## src/rtl/ws_rpe_pkg.sv

```systemverilog
// Shared types and default sizing for the eigenvector iteration datapath.
package ws_rpe_pkg;

   typedef enum logic [2:0] {
      IDLE,
      START,
      WAIT,
      UPDATE,
      DONE,
      ERR
   } sched_state_t;

   localparam int unsigned DEF_DATA_WIDTH = 32;
   localparam int unsigned DEF_ITER_W     = 8;
   localparam int unsigned DEF_TIMEOUT    = 4096;

endpackage

```

## src/rtl/power_iter_sched.sv

```systemverilog
// Power-iteration scheduler: restarts the matrix-vector engine with fed-back results
// until convergence, the iteration limit, or a watchdog timeout.
module power_iter_sched
   import ws_rpe_pkg::*;
#(
   parameter int unsigned DATA_WIDTH = DEF_DATA_WIDTH,
   parameter int unsigned ITER_W     = DEF_ITER_W,
   parameter int unsigned TIMEOUT    = DEF_TIMEOUT
) (
   input  logic                  aclk,
   input  logic                  aresetn,
   input  logic                  load_done,
   input  logic [ITER_W-1:0]     cfg_max_iter,
   input  logic [DATA_WIDTH-1:0] cfg_tol,
   output logic                  mv_start,
   output logic                  mv_src_fb,
   input  logic                  mv_done,
   input  logic [DATA_WIDTH-1:0] delta_in,
   output logic                  vec_wr_en,
   output logic                  result_valid,
   input  logic                  result_ack,
   output logic                  busy,
   output logic [ITER_W-1:0]     iter_count,
   output logic                  converged,
   output logic                  err_timeout,
   output logic                  load_ignored
);

   localparam int unsigned WD_W = $clog2(TIMEOUT) + 1;

   sched_state_t          state_q, state_d;
   logic [WD_W-1:0]       wd_q, wd_d;
   logic [ITER_W-1:0]     max_q, max_d;
   logic [DATA_WIDTH-1:0] tol_q, tol_d;
   logic [ITER_W-1:0]     iter_q, iter_d, iter_inc;
   logic                  conv_q, conv_d;
   logic                  err_q, err_d;
   logic                  fb_q, fb_d;
   logic                  start_q, wr_q, rv_q, busy_q, ign_q;

   assign iter_inc = (iter_q == '1) ? iter_q : iter_q + 1'b1;

   always_comb begin
      state_d = state_q;
      wd_d    = wd_q;
      max_d   = max_q;
      tol_d   = tol_q;
      iter_d  = iter_q;
      conv_d  = conv_q;
      err_d   = err_q;
      fb_d    = fb_q;
      unique case (state_q)
         IDLE: begin
            if (load_done) begin
               max_d   = (cfg_max_iter == '0) ? ITER_W'(1) : cfg_max_iter;
               tol_d   = cfg_tol;
               iter_d  = '0;
               conv_d  = 1'b0;
               err_d   = 1'b0;
               fb_d    = 1'b0;
               state_d = START;
            end
         end
         START: begin
            wd_d    = '0;
            state_d = WAIT;
         end
         WAIT: begin
            // mv_done takes priority over a watchdog expiry in the same cycle
            if (mv_done) begin
               iter_d = iter_inc;
               if (delta_in <= tol_q) begin
                  conv_d  = 1'b1;
                  state_d = DONE;
               end else if (iter_inc >= max_q) begin
                  state_d = DONE;
               end else begin
                  state_d = UPDATE;
               end
            end else begin
               wd_d = wd_q + 1'b1;
               if (wd_q == WD_W'(TIMEOUT - 2)) begin
                  err_d   = 1'b1;
                  state_d = ERR;
               end
            end
         end
         UPDATE: begin
            fb_d    = 1'b1;
            state_d = START;
         end
         DONE: begin
            if (result_ack) state_d = IDLE;
         end
         ERR: begin
            state_d = IDLE;
         end
         default: state_d = IDLE;
      endcase
   end

   always_ff @(posedge aclk or negedge aresetn) begin
      if (!aresetn) begin
         state_q <= IDLE;
         wd_q    <= '0;
         max_q   <= '0;
         tol_q   <= '0;
         iter_q  <= '0;
         conv_q  <= 1'b0;
         err_q   <= 1'b0;
         fb_q    <= 1'b0;
         start_q <= 1'b0;
         wr_q    <= 1'b0;
         rv_q    <= 1'b0;
         busy_q  <= 1'b0;
         ign_q   <= 1'b0;
      end else begin
         state_q <= state_d;
         wd_q    <= wd_d;
         max_q   <= max_d;
         tol_q   <= tol_d;
         iter_q  <= iter_d;
         conv_q  <= conv_d;
         err_q   <= err_d;
         fb_q    <= fb_d;
         // Strobes are registered from the next state so they align with the state itself
         start_q <= (state_d == START);
         wr_q    <= (state_d == UPDATE);
         rv_q    <= (state_d == DONE);
         busy_q  <= (state_d != IDLE);
         ign_q   <= load_done && (state_q != IDLE);
      end
   end

   assign mv_start     = start_q;
   assign mv_src_fb    = fb_q;
   assign vec_wr_en    = wr_q;
   assign result_valid = rv_q;
   assign busy         = busy_q;
   assign iter_count   = iter_q;
   assign converged    = conv_q;
   assign err_timeout  = err_q;
   assign load_ignored = ign_q;

endmodule

```

## config.mk

```make
export PLATFORM = sky130hd
export DESIGN_NAME = power_iter_sched
export DESIGN_NICKNAME = d
export VERILOG_FILES = /design/src/rtl/ws_rpe_pkg.sv /design/src/rtl/power_iter_sched.sv
export SDC_FILE = /design/constraint.sdc
export NUM_CORES = 1
export LEC_CHECK = 0
export BUFFER_PORTS_ARGS = -buffer_cell sky130_fd_sc_hd__buf_2
export CORE_MARGIN = 8
export CORE_UTILIZATION = 39
export DETAILED_ROUTE_END_ITERATION = 10
export HOLD_SLACK_MARGIN = 0.06
export PLACE_DENSITY_LB_ADDON = 0.12
export SLEW_MARGIN = 20
export SYNTH_ARGS = -nofsm -noshare
export SYNTH_HDL_FRONTEND = slang
export SYNTH_SLANG_ARGS = --single-unit
```

## constraint.sdc

```tcl
create_clock -name aclk -period 2.7 [get_ports aclk]
set_input_delay 0 -clock aclk [delete_from_list [all_inputs] [get_ports aclk]]
set_output_delay 0 -clock aclk [all_outputs]
set_load 0.005 [all_outputs]
```

# Yosys cells after proc, flatten, opt, wreduce, memory -nomap -nowiden
# Index checks and enable logic that the tools add are counted.
# word_totals
word_cells	67
inputBits	77
ff_bits	72
output_inout_bits	16
# classes
eq_ne	14
add_sub_neg	2
magnitude_cmp	2
muxes	22
reduce_logical	14
# op_table
op	count
32-bit <= comparator	1
8-bit two-way mux	4
13-bit one-hot mux with 2 select lines	1
3-bit two-way mux	6
8-bit one-hot mux with 2 select lines	1
3-bit one-hot mux with 5 select lines	1
13-bit by 1-bit adder with 13-bit output (second input constant)	1
13-bit by 12-bit == test with 1-bit output (second input constant)	1
13-bit two-way mux	1
2-bit != test (second input constant)	5
3-bit by 2-bit == test with 1-bit output (second input constant)	3
8-bit by 1-bit adder with 8-bit output (second input constant)	1
8-bit == test (second input constant)	1
8-bit >= comparator	1
8-bit zero test	1
4-bit AND reduction	2
3-bit by 1-bit == test with 1-bit output (second input constant)	2
3-bit == test (second input constant)	2
1-bit one-hot mux with 2 select lines	3
2-bit AND reduction	3
2-bit nonzero test	3
3-bit nonzero test	2
1-bit two-way mux	5
3-bit zero test	1
2 further kinds	2

# Depth between registers and ports, before layout
# depth
depth_word	8
mapped_depth	12

# Worst setup path after synthesis
# OpenSTA, ideal clock, no wires.
# synth_path
kind	register to register
from	reg iter_q[0] (netlist: iter_count[0])
to	reg rv_q (netlist: result_valid)
path_slack_ns	-0.086
t_required_ns	2.579
period_less_slack_ns	2.786
n_path_buf	0
t_arrival_ns	2.665
path_stages_with_launch	12
path_cell_list	dfrtp_1 > ha_1 > and4_1 > nand2_1 > mux2_2 > ha_1 > o21ai_0 > a21oi_1 > or3_1 > a21oi_1 > o21ai_0 > a22o_1
# synth_between
elab_chain_cells	8
word_cells_on_any_way	9
cone_classes	1 x add/sub; 1 x order compare; 2 x eq/ne; 5 x mux
# synth_rtl
item	line	source
start: declaration	power_iter_sched.sv:35	logic [ITER_W-1:0] iter_q, iter_d, iter_inc;
start signal: assignment	power_iter_sched.sv:122	iter_q <= iter_d;
8-bit by 1-bit adder with 8-bit output or 8-bit == test (tied branches)	power_iter_sched.sv:41	assign iter_inc = (iter_q == '1) ? iter_q : iter_q + 1'b1;
8-bit two-way mux *	power_iter_sched.sv:41	
8-bit >= comparator *	power_iter_sched.sv:75	end else if (iter_inc >= max_q) begin
3-bit two-way mux *	power_iter_sched.sv:75	
3-bit two-way mux *	power_iter_sched.sv:72	if (delta_in <= tol_q) begin
3-bit two-way mux *	power_iter_sched.sv:70	if (mv_done) begin
3-bit one-hot mux with 5 select lines *	power_iter_sched.sv:52	unique case (state_q)
3-bit == test *	power_iter_sched.sv:129	rv_q <= (state_d == DONE);
end signal: assignment	power_iter_sched.sv:129	
end: declaration	power_iter_sched.sv:39	logic start_q, wr_q, rv_q, busy_q, ign_q;
# Mark *: on every way between the ends. The rest lies on a longest branch, timed or not.
# A chain may end at the register's enable or synchronous reset.

# Final worst setup path
# layout_path
from	reg iter_q[1] (netlist: iter_count[1])
to	reg rv_q (netlist: result_valid)
# The elaborated chain is that of the path after synthesis.

==> results.md <==
- Run status: finished clean
- Vias per Instance: between 4 and 5
- Synth warnings: 0
- Wire length per cell: about 14 um
- Post-synthesis async set-or-reset flop share: 1.00
- Htree depth: 3
- Filler cells: slightly above 900
- Fin crit share: 0.962
- WP data required: slightly below 3000 ps
- Setup TNS: 0 ps
- Total congestion overflow: 0
- Number of max-cap violations: 0
- Commonest non-fill, non-tap cell in the layout: buf_2
- Most frequent cells in the layout: 92 x buf_2, 72 x dfrtp_1, 59 x nand2_1, 54 x o21ai_0, 48 x inv_1
- Crit-path max FO: 5
- Worst-path clk slew: 80 ps
- Fin crit period: 2600 ps
- Core Box Area: about 0.010 mm2
- Final Wtd Congestion: about 0.8
- Largest net degree at the start of global routing: 35
- Register area share after synthesis: 0.443
- Final core utilization: 0.526
- FP Rows: 37
- # IOs: 93
- FF/Latch Area: roughly 0.0018 mm2
- Top achievable clock speed: around 390 MHz
- Highest metal used: met4
- Avg Inst Size Synth: between 9 and 10 um2
- Syn Inst Count: ~440
- Syn_nets: 564
- RSZ-0062 raised after global routing: false
- Initial antenna violation count: 0
- Root Buffer: clkbuf_8
- IO Port Bufs: between 90 and 100
- Fin. Hold Viols: 0
- # DRC: 0
- Layout cells sized above 1: 0.230
- Max-slew headroom: 0.531
- Pleak: around 2.6 nW
- Setup crit end kind: flop
- CTS tree: done
- Maximum buffer depth of the clock tree: 2
- Starting Density: 0.397
- Synthesis-to-finish area growth: 32.5%
- Routed wire length: approximately 10,000 um
- Setup Viol. Count Final: 0
- Number of routed nets with antenna violations: 0
- DRT iter0 DRCs: 241
- Vias in the first global route: roughly 3.7k
- Pwr/cell area: approximately 780 mW/mm2
- Total GRT Usage: 0.146
- Clock Sinks: between 70 and 80
- Number of CTS-inserted buffers: 9
- Hold crit path type: input pin to flop
- Post-DP HPWL: between 7000 and 8000 um
- Syn Std Cell Area: between 0.004 and 0.005 mm2
- Met3 WL: a little under 400 um
- Main synth FF type: dfrtp_1
- Worst-Skew Late Latency: between 300 and 400 ps
- Fin nets: 711
- Wl on met1: ~4700 um
- Width of the chip: around 120 um
- Metal2 WL: roughly 5000 um
- DRT Pass-1 Iters: 4
- Startpoint Class: flop
- Tightest Pin Transition: 693 ps
- Via count: between 3k and 4k
- Count of different cell masters after synthesis: between 40 and 50
- Setup Skew: between 10 and 15 ps
- Die footprint: 0.0139 mm2
- First-pass GRT wire length: 17,000 um
- N_diodes: 0
- FF+latch count, synth: 72
- Area of the multi-input gates: between 0.002 and 0.0025 mm2
- Critical path data arrival time: 2820 ps
- Peak VDD IR: 0.000337 V
- Fin. max-slew vios: 0
- Post-synth EDFFs: 0
- Critical path class: flop to flop
- Die H: roughly 120 um
routing by layer:
metal | track usage | vias to the layer above
li1 | - | 1822
met1 | 0.184 | 1619
met2 | 0.246 | 72
met3 | 0.0374 | 4
met4 | 0.0312 | 0
met5 | 0 | -
registers in the layout (all words and copies together), names as in the netlist:
register      count
state_q           3
iter_count        8
err_timeout       1
wd_q             13
load_ignored      1
result_valid      1
mv_src_fb         1
vec_wr_en         1
converged         1
busy              1
tol_q            32
max_q             8
mv_start          1
synth_stat cells, types with 2 or more instances:
library cell,instances,share of area
o31ai_1,2,0.0037
nor2b_1,2,0.0031
nor3_2,2,0.0049
dfrtp_1,72,0.44
nor3_1,5,0.0062
nand4_1,11,0.017
a2111oi_4,2,0.014
nor2_1,30,0.028
o211ai_1,3,0.0055
o21a_1,2,0.0037
xnor2_1,8,0.017
mux2_2,2,0.0055
or3_1,3,0.0046
xor2_1,5,0.011
o21ai_0,56,0.069
buf_6,2,0.0055
inv_1,48,0.044
a31oi_1,3,0.0046
a21oi_1,31,0.038
ha_1,43,0.13
nand3_1,9,0.011
nor4_1,4,0.0062
a21o_1,3,0.0055
nand2_1,60,0.055
a22o_1,6,0.013
nand2b_1,4,0.0062
clkbuf_1,10,0.0092
and3_1,3,0.0046
report_power, final:
group          total (W)  switching, W  internal, W
combinational    0.00175       0.00101     0.000741
sequential       0.00164      0.000185      0.00145
clock           0.000805      0.000399     0.000406
worst paths after layout:
path                                    start  cells after the start  slack [ps]            to
worst min register to register    err_timeout                      2         510   err_timeout
worst max-delay path            iter_count[1]                     11         100  result_valid
worst min-delay path               result_ack                      5         140          busy
worst max register to register  iter_count[1]                     11         100  result_valid
max in group asynchronous             aresetn                      3        1660      tol_q[7]
min in group asynchronous             aresetn                      2         250     tol_q[23]
area by class of cell:
| class | count | share of cell area |
|---|---|---|
| Multi-Input combinational cell | 311 | 0.382 |
| Sequential cell | 72 | 0.335 |
| Timing Repair Buffer | 149 | 0.185 |
| Inverter | 48 | 0.0335 |
| Tap cell | 136 | 0.0316 |
| Clock buffer | 13 | 0.0314 |
| Clock inverter | 3 | 0.00279 |
per-stage QoR:
stage | instance area, um2 | worst slack [ps] | total power [W] | hold WS [ps] | instances
after floorplan | 4070 | 47.2 | 0.00284 | -296 | 444
after global placement | 4740 | 65.9 | 0.00330 | 92.3 | 672
after detailed placement | 4740 | -2.16 | 0.00334 | 91.2 | 672
after CTS | 5350 | 18.9 | 0.00422 | 128 | 730
after global routing | 5380 | 6.16 | 0.00462 | 167 | 732
final | 5380 | 104 | 0.00419 | 136 | 732
critical path, stage by stage, from the launching register on:
cell and delay [ps]:
dfrtp_1 420, ha_4 180, and4_4 190, nand2_2 80, mux2_2 340, ha_1 270, o21ai_1 110, a21oi_1 40
or3_1 320, a21oi_2 190, o21ai_2 90, a22o_1 240
what timing repair did:
action,4_1_cts,5_1_grt
pin swaps,0,2
hold buffers,42,0
buffers inserted,0,2
gates resized for setup,1,5
endpoints found under the hold margin,68,0
setup endpoints to repair,1,2
logic make-up after synthesis:
family          after synthesis  synth area share
fa+ha+maj                    43             0.132
simple gates                141             0.164
xor+xnor                     13            0.0280
mux                           2           0.00554
compound gates              112             0.167
buf+inv                      61            0.0604
flops                        72             0.443
No activity file was read; power rests on OpenSTA's default activity.
